### src/rtl/param_code_detonator.sv
// Parametrised code-entry detonator: N-digit code, retry lockout, runtime re-programming,
// pausable countdown. Optional entry/setup idle timeout when ENTRY_TIMEOUT_EN is defined.
module param_code_detonator #(
    parameter int                    CODE_LEN     = 4,
    parameter logic [CODE_LEN*4-1:0] DEFAULT_CODE = 16'h2580,
    parameter int                    MAX_TRIES    = 3,
    parameter int                    FIRE_DELAY   = 5,
    parameter int                    ERR_CYC      = 2,
    parameter int                    LOCK_CYC     = 0
`ifdef ENTRY_TIMEOUT_EN
    ,
    parameter int                    ENTRY_TO     = 64
`endif
) (
    input  logic       clk,
    input  logic       rst,
    input  logic [9:0] A,
    input  logic       ready,
    input  logic       setup,
    input  logic       sure,
    input  logic       fire,
    input  logic       wait_t,
    output logic [3:0] m_disp,
    output logic       lt,
    output logic       bt,
    output logic       rt,
    output logic       lb
);

    localparam int BW = CODE_LEN * 4;

    typedef enum logic [2:0] {
        S_IDLE, S_ENTRY, S_SET, S_ARMED, S_COUNT, S_BOOM, S_ERROR, S_LOCKED
    } state_t;

    function automatic logic is_onehot(input logic [9:0] v);
        logic [3:0] n;
        n = 4'd0;
        for (int i = 0; i < 10; i++) begin
            n = n + {3'd0, v[i]};
        end
        return (n == 4'd1);
    endfunction

    function automatic logic [3:0] onehot_idx(input logic [9:0] v);
        logic [3:0] idx;
        idx = 4'd0;
        for (int i = 0; i < 10; i++) begin
            if (v[i]) idx = 4'(i);
            else      idx = idx;
        end
        return idx;
    endfunction

    state_t        state_r, state_n;
    logic [BW-1:0] buf_r, buf_n, code_r, code_n;
    logic [3:0]    cnt_r, cnt_n, fail_r, fail_n;
    logic [15:0]   tmr_r, tmr_n;
    logic [9:0]    a_prev_r;
    logic [3:0]    disp_r, disp_n;
    logic          lt_r, lt_n, bt_r, bt_n, rt_r, rt_n, lb_r, lb_n;
    logic          key_ev_s, timeout_s, mism_s;
    logic [3:0]    digit_s, fail_inc_s;

    assign key_ev_s   = (a_prev_r == 10'd0) && is_onehot(A);
    assign digit_s    = onehot_idx(A);
    assign fail_inc_s = fail_r + 4'd1;
    assign mism_s     = timeout_s || (cnt_r != 4'(CODE_LEN)) || (buf_r != code_r);

`ifdef ENTRY_TIMEOUT_EN
    logic [15:0] idle_r;
    assign timeout_s = ((state_r == S_ENTRY) || (state_r == S_SET)) && !sure && !key_ev_s
                       && (idle_r == 16'(ENTRY_TO - 1));

    // idle cycles since the last key event while collecting digits
    always_ff @(posedge clk or negedge rst) begin
        if (!rst) begin
            idle_r <= 16'd0;
        end else if (((state_r != S_ENTRY) && (state_r != S_SET)) || key_ev_s) begin
            idle_r <= 16'd0;
        end else begin
            idle_r <= idle_r + 16'd1;
        end
    end
`else
    assign timeout_s = 1'b0;
`endif

    // next-state, datapath and next-output decode; outputs follow the next state
    always_comb begin
        state_n = state_r;
        buf_n   = buf_r;
        cnt_n   = cnt_r;
        code_n  = code_r;
        fail_n  = fail_r;
        tmr_n   = tmr_r;
        case (state_r)
            S_IDLE: begin
                if (ready)      state_n = S_ENTRY;
                else if (setup) state_n = S_SET;
                else            state_n = S_IDLE;
            end
            S_ENTRY, S_SET: begin
                if (sure || timeout_s) begin
                    if (state_r == S_ENTRY) begin
                        if (!mism_s) begin
                            fail_n  = 4'd0;
                            state_n = S_ARMED;
                        end else begin
                            fail_n = fail_inc_s;
                            if (fail_inc_s == 4'(MAX_TRIES)) begin
                                state_n = S_LOCKED;
                                tmr_n   = 16'(LOCK_CYC);
                            end else begin
                                state_n = S_ERROR;
                                tmr_n   = 16'(ERR_CYC);
                            end
                        end
                    end else begin
                        if (!timeout_s && (cnt_r == 4'(CODE_LEN))) begin
                            code_n  = buf_r;
                            state_n = S_IDLE;
                        end else begin
                            state_n = S_ERROR;
                            tmr_n   = 16'(ERR_CYC);
                        end
                    end
                end else if (key_ev_s && (cnt_r < 4'(CODE_LEN))) begin
                    buf_n = (buf_r << 4) | BW'(digit_s);
                    cnt_n = cnt_r + 4'd1;
                end else begin
                    state_n = state_r;
                end
            end
            S_ARMED: begin
                if (fire) begin
                    tmr_n   = 16'(FIRE_DELAY);
                    state_n = S_COUNT;
                end else begin
                    state_n = S_ARMED;
                end
            end
            S_COUNT: begin
                if (wait_t) begin
                    tmr_n = tmr_r;
                end else if (tmr_r <= 16'd1) begin
                    tmr_n   = 16'd0;
                    state_n = S_BOOM;
                end else begin
                    tmr_n = tmr_r - 16'd1;
                end
            end
            S_BOOM: begin
                state_n = S_BOOM;
            end
            S_ERROR: begin
                if (tmr_r <= 16'd1) state_n = S_IDLE;
                else                tmr_n   = tmr_r - 16'd1;
            end
            S_LOCKED: begin
                // LOCK_CYC of zero holds the lockout until reset
                if (LOCK_CYC != 0) begin
                    if (tmr_r <= 16'd1) begin
                        fail_n  = 4'd0;
                        state_n = S_IDLE;
                    end else begin
                        tmr_n = tmr_r - 16'd1;
                    end
                end else begin
                    state_n = S_LOCKED;
                end
            end
            default: begin
                state_n = S_IDLE;
            end
        endcase

        if ((state_n == S_IDLE) && (state_r != S_IDLE)) begin
            buf_n = '0;
            cnt_n = 4'd0;
        end else begin
            cnt_n = cnt_n;
        end

        disp_n = 4'd0;
        lt_n   = 1'b0;
        bt_n   = 1'b0;
        rt_n   = 1'b0;
        lb_n   = 1'b0;
        case (state_n)
            S_ENTRY, S_SET: disp_n = buf_n[3:0];
            S_ARMED:        lt_n   = 1'b1;
            S_COUNT: begin
                lt_n   = 1'b1;
                disp_n = (tmr_n > 16'd9) ? 4'd9 : tmr_n[3:0];
            end
            S_BOOM:         bt_n   = 1'b1;
            S_ERROR: begin
                rt_n   = 1'b1;
                disp_n = fail_n;
            end
            S_LOCKED: begin
                lb_n   = 1'b1;
                disp_n = 4'hF;
            end
            default:        disp_n = 4'd0;
        endcase
    end

    // state, datapath and output registers
    always_ff @(posedge clk or negedge rst) begin
        if (!rst) begin
            state_r  <= S_IDLE;
            buf_r    <= '0;
            cnt_r    <= 4'd0;
            code_r   <= DEFAULT_CODE;
            fail_r   <= 4'd0;
            tmr_r    <= 16'd0;
            a_prev_r <= 10'd0;
            disp_r   <= 4'd0;
            lt_r     <= 1'b0;
            bt_r     <= 1'b0;
            rt_r     <= 1'b0;
            lb_r     <= 1'b0;
        end else begin
            state_r  <= state_n;
            buf_r    <= buf_n;
            cnt_r    <= cnt_n;
            code_r   <= code_n;
            fail_r   <= fail_n;
            tmr_r    <= tmr_n;
            a_prev_r <= A;
            disp_r   <= disp_n;
            lt_r     <= lt_n;
            bt_r     <= bt_n;
            rt_r     <= rt_n;
            lb_r     <= lb_n;
        end
    end

    assign m_disp = disp_r;
    assign lt     = lt_r;
    assign bt     = bt_r;
    assign rt     = rt_r;
    assign lb     = lb_r;

endmodule

### config.mk
export PLATFORM = sky130hd
export DESIGN_NAME = param_code_detonator
export DESIGN_NICKNAME = d
export VERILOG_FILES = /design/src/rtl/param_code_detonator.sv
export SDC_FILE = /design/constraint.sdc
export NUM_CORES = 1
export LEC_CHECK = 0
export CAP_MARGIN = 20
export CELL_PAD_IN_SITES_DETAIL_PLACEMENT = 0
export CELL_PAD_IN_SITES_GLOBAL_PLACEMENT = 1
export CORE_UTILIZATION = 51
export DETAILED_ROUTE_END_ITERATION = 10
export PLACE_DENSITY = 0.85
export SYNTH_ARGS = -nofsm -noshare
export SYNTH_HDL_FRONTEND = slang
export SYNTH_SLANG_ARGS = --single-unit
### constraint.sdc
create_clock -name clk -period 6.4 [get_ports clk]
set_clock_uncertainty 0.1 [all_clocks]
set_input_delay 0.96 -clock clk [delete_from_list [all_inputs] [get_ports clk]]
set_output_delay 0.96 -clock clk [all_outputs]
set_load 0.1 [all_outputs]
==> results of run 1 <==
worst max-delay path, stage by stage:
cell             delay (ps)
clkdlybuf4s50_1         480
fa_1                    540
fa_1                    500
inv_1                    50
fa_1                    420
inv_1                    60
ha_1                    160
inv_1                    60
fa_1                    380
a2111oi_0               350
a21oi_1                 110
nor4_2                  300
buf_4                   360
mux2i_1                 350
o21ai_0                 140
and2_1                  210
a311o_1                 260
layout make-up:
cell class                 instances  area share [%]
inverter                          28           2.052
clock inverter                     6           1.221
timing repair buffer              28           5.227
multi-input combinational        368           48.66
clock buffer                      10           2.491
sequential                        77           37.71
tap                              108           2.638
cells in the final DEF, fill, tap and decap left out, types with 18 or more instances in the layout:
cell,synthesis,final
a21oi_1,27,27
clkdlybuf4s50_1,0,23
dfrtp_1,73,73
inv_1,28,28
mux2_2,19,19
mux2i_1,18,18
nand2_1,35,35
nor2_1,54,54
nor3_1,20,20
o21ai_0,25,25
sequential cells by signal, summed over array words and instances (netlist names):
name	count
a_prev_r	10
bt	1
code_r	16
lb	1
lt	1
state_r	3
tmr_r	16
buf_r	16
fail_r	4
rt	1
cnt_r	4
m_disp	4
cells by family after synthesis:
kind of cell	share of synthesized area, %
simple gates	20.34
compound gates	16.08
flops	41.93
buf+inv	4.237
mux	8.555
xor+xnor	3.802
fa+ha+maj	5.052
per-stage QoR:
| step | std cells | hold WS (ps) | worst slack [ps] | power, mW |
|---|---|---|---|---|
| 2_1_floorplan | 494 | 377.2 | 1178 | 0.5935 |
| 3_3_place_gp | 609 | 408.2 | 678.3 | 0.6437 |
| 3_5_place_dp | 609 | 417.7 | 374.2 | 0.6499 |
| 4_1_cts | 625 | 436.9 | 811.6 | 1.020 |
| 5_1_grt | 625 | 454.1 | 532.4 | 1.060 |
| 6_report | 625 | 432.6 | 862.2 | 1.015 |
final timing paths:
path | start | end | slack (ps)
setup reg to reg | tmr_r[1] | m_disp[0] | 2270
hold reg to reg | code_r[14] | code_r[14] | 430
max in group asynchronous | rst | state_r[0] | 4910
setup / recovery | A[5] | m_disp[2] | 860
min in group asynchronous | rst | fail_r[2] | 630
hold / removal | code_r[14] | code_r[14] | 430
where the power goes:
part / internal (mW) / total (mW) / switching [mW]
Combinational: 0.0470 / 0.131 / 0.0836
Clock: 0.181 / 0.375 / 0.194
Sequential: 0.497 / 0.510 / 0.0127
Total: 0.725 / 1.02 / 0.290
cells in the mapped netlist, types with 5 or more instances:
master | count | share of area [%]
nor2b_1 | 8 | 1.1
nor2_1 | 54 | 4.4
or2_2 | 5 | 0.68
clkbuf_1 | 14 | 1.1
a31oi_1 | 8 | 1.1
nand2_1 | 35 | 2.9
fa_1 | 6 | 2.6
and2_1 | 5 | 0.68
buf_2 | 6 | 0.65
a21o_1 | 5 | 0.81
a21oi_1 | 27 | 2.9
mux2i_1 | 18 | 3.9
inv_1 | 28 | 2.3
o21ai_0 | 25 | 2.7
mux2_2 | 19 | 4.6
ha_1 | 9 | 2.4
xnor2_1 | 16 | 3.0
nor3_1 | 20 | 2.2
nand4_1 | 9 | 1.2
nand2b_1 | 5 | 0.68
dfrtp_1 | 73 | 40
nand3_1 | 9 | 0.98
nor4_1 | 13 | 1.8
or3_1 | 5 | 0.68
routing by layer:
metal	vias up	part of all wire, %	GRT usage (%)
met2	133	44	37.65
met5	-	0	0
met3	26	6.9	6.069
met1	1843	47	37.11
met4	0	2.1	8.381
li1	1822	-	-
==> results.toml, run 1 <==
[floorplanning]
pin_count = 25
die_area_sq_um = 9418
coreArea_sq_um = 8721
dieWidth_microns = 97.05
dieHeight_microns = 97.05
rows = 34
start_util_pct = 52.83

[run]
maxCapViolCount = 0

[global_route]
grt_max_degree = 78
grt_pass1_vias = 3735
antenna_found_initial = 0
grt_pass1_wl_microns = 18980
grt_usage_pct = 25.57
grt_overflow = 0

[finish]
fin_area_sq_um = 5122
nFillCells = 760
area_growth_pct = 11.19
nNetsFinal = 544
post-route-util_pct = 58.74
regArea_sq_um = 1932
multi_input_area_sq_um = 2492
antenna_cells = 0
layout-drive-gt1-share_pct = 11.41

[setup_path]
crit_required_ps = 6550
critPathCaptureType = "flip-flop"
crit_fanout = 19
cp_data_arrival_time_ps = 5680
crit_type = "in2reg"
cp-start-kind = "input pin"
reg2regPathDepth = 10

[sta]
rsz0062_at_grt = "false"
fin_setup_tns_ps = 0
worst_slew_pin_slew_ps = 1086
slew_viol_final = 0
finalSetupViolations = 0
fin_crit_ps = 5538
fmax_ghz = 0.1806
hold_violations = 0
slew_headroom_pct = 26.94
min_period_over_period_pct = 86.53

[placement]
dp_hpwl_microns = 8279
post_dp_cell_area_sq_um = 4932
gp_congestion = 0.8825
portBuffers = 24

[logic_synthesis]
ys_seq_elements = 77
async_reset_ff_share_pct = 100.0
synth_edf_count = 0
syn_avg_cell_area_sq_um = 9.326
syn_inst = 494
ys.flop_type = "dfrtp_1"
syn-num-nets = 526
yosys_warnings = 0
syn_area_sq_um = 4607
synth.distinct_cells = 65
yosysSeqAreaShare_pct = 41.93

[clocking]
insertion_delay_ps = 360
cts_setup_buffers = 0
cts.htree.levels = 3
cts_max_path_buffers = 2
cts.sinks = 77
cts_tree = "yes"
post_cts_resized = 0
postCtsHoldBufs = 0
numCtsBuffers = 9
cts.clk_slew.worst_paths_ps = 80
clock-root-buffer = "clkbuf_8"

[power_and_ir_drop]
power_density_nw_per_um2 = 198.2
power.leakage_nw = 2.266
peakVddDrop_uv = 140.4

[outcome]
status = "finished, final reports clean"

[detailed_routing]
wl_per_cell_microns = 18.32
wl_microns = 11450
drcViolationCount = 0
vias = 3824
drt_iter0_drc = 239
antenna_left = 0
avgViaCountPerCell = 6.118
drt_first_pass_iters = 5

[min_path]
hold_depth = 1
hold_class = "reg2reg"
(Power assumes the default switching activity.)
==> run 2: changes to the inputs <==
Settings changed: CTS_CLUSTER_SIZE from default to 30, MAX_ROUTING_LAYER from default to met4.
==> results.toml, run 2 (synthesis gave the netlist of run 1 again) <==
[min_path]
hold_path_end = "code_r[15]"
hp-start = "code_r[15]"
hold_class = "reg2reg"
hold_depth = 1

[finish]
post-route-util_pct = 58.39
reg_top3 = "buf_r x16, code_r x16, tmr_r x16"
area_growth_pct = 10.54
layout_common_cells = "dfrtp_1, nor2_1, nand2_1, inv_1, a21oi_1"
multi_input_area_sq_um = 2492
nNetsFinal = 543
antenna_cells = 0
nFillCells = 768
regArea_sq_um = 1932
layout-drive-gt1-share_pct = 11.24
final_common_cell = "dfrtp_1"

[clocking]
cts_tree = "yes"
clock-root-buffer = "clkbuf_8"
numCtsBuffers = 9
cts_setup_buffers = 0
cts.clk_slew.worst_paths_ps = 80
postCtsHoldBufs = 0
cts_max_path_buffers = 2
insertion_delay_ps = 360
cts.sinks = 77
post_cts_resized = 0
cts.htree.levels = 3

[global_route]
grt_pass1_vias = 3607
grt_usage_pct = 26.10
grt_overflow = 0
antenna_found_initial = 0
grt_pass1_wl_microns = 18840
grt_max_degree = 78

[setup_path]
critPathCaptureType = "flip-flop"
r2r-end = "m_disp[2]"
r2r_start = "tmr_r[1]"
cp-start-kind = "input pin"
path_buf_inv = 5
cp_top_family = "adder cells"
path_cells = "clkdlybuf4s50_1 -> fa_1 -> fa_1 -> inv_1 -> fa_1 -> inv_1 -> ha_1 -> inv_1 -> fa_1 -> a2111oi_0 -> a21oi_1 -> nor4_2 -> buf_4 -> mux2i_1 -> o21ai_0 -> and2_1 -> a311o_1"
crit_top_cell = "fa_1"
crit_start = "A[3]"
crit_required_ps = 6540
crit_type = "in2reg"
reg2reg_slack_ps = 2330
crit_fanout = 19
cpPeakStageDelay_ps = 530
cp_data_arrival_time_ps = 5780
critical-path-slowest-cell = "clkdlybuf4s50_1"
reg2regPathDepth = 10

[detailed_routing]
avgViaCountPerCell = 6.043
vias = 3771
drt_iter0_drc = 402
antenna_left = 0
drt_first_pass_iters = 5
wl_per_cell_microns = 18.22
drcViolationCount = 0
wl_microns = 11370

[placement]
gp_congestion = 0.9005
portBuffers = 24
pre_cts_ws_ps = 482.2
dp_hpwl_microns = 8146

[power_and_ir_drop]
peakVddDrop_uv = 84.19
power.leakage_nw = 2.246
design_power_total_mw = 0.9748
power_density_nw_per_um2 = 191.4

[sta]
setup_slack_ps = 760.4
hold_violations = 0
worst_slew_pin_slew_ps = 1119
fmax_ghz = 0.1773
fin_setup_tns_ps = 0
slew_headroom_pct = 24.81
fin_crit_ps = 5640
finalSetupViolations = 0
rsz0062_at_grt = "false"
min_period_over_period_pct = 88.12
whs_ps = 432.5
slew_viol_final = 0

[floorplanning]
pin_count = 25
dieHeight_microns = 97.05
coreArea_sq_um = 8721
die_area_sq_um = 9418
dieWidth_microns = 97.05
rows = 34
start_util_pct = 52.83

[outcome]
status = "finished, final reports clean"

[run]
maxCapViolCount = 0
==> run 2: how the worst max path moves through the flow <==
stage / end / slack, ps / cells after the start
floorplan: m_disp[2] / 1180 / 16
global placement: m_disp[1] / 690 / 17
detailed placement: m_disp[2] / 480 / 17
CTS: m_disp[2] / 760 / 17
global route: m_disp[2] / 550 / 17
finish: m_disp[2] / 760 / 17
==> run 2: stage by stage <==
step / area, sq um / instances
floorplan: 4607 / 494
global placement: 4925 / 608
detailed placement: 4925 / 608
CTS: 5092 / 624
global route: 5092 / 624
finish: 5092 / 624
==> run 2: cell type report <==
class	count	area share, %
repair buffers	27	5.111
well taps	108	2.654
inverters	28	2.064
clock buffers	10	2.506
clock inverters	6	0.7862
multi-input cells	368	48.94
flip-flops and latches	77	37.94
==> run 2: routing by layer <==
layer,track usage [%],share of wire (%)
met5,-,0
met4,6.659,1.5
met3,6.575,7.1
met2,35.70,43
met1,38.53,48
==> run 2: power breakdown <==
group	switching [mW]	internal, mW
registers	0.0126	0.497
clock network	0.192	0.141
logic	0.0844	0.0473
total	0.289	0.686
==> run 2: worst register-to-register path, delay by kind of cell (launching register included) <==
family / cells / cell delay [ps]
simple gates: 3 / 1700
buf+inv: 1 / 190
fa+ha+maj: 1 / 400
flops: 1 / 460
compound gates: 5 / 1170
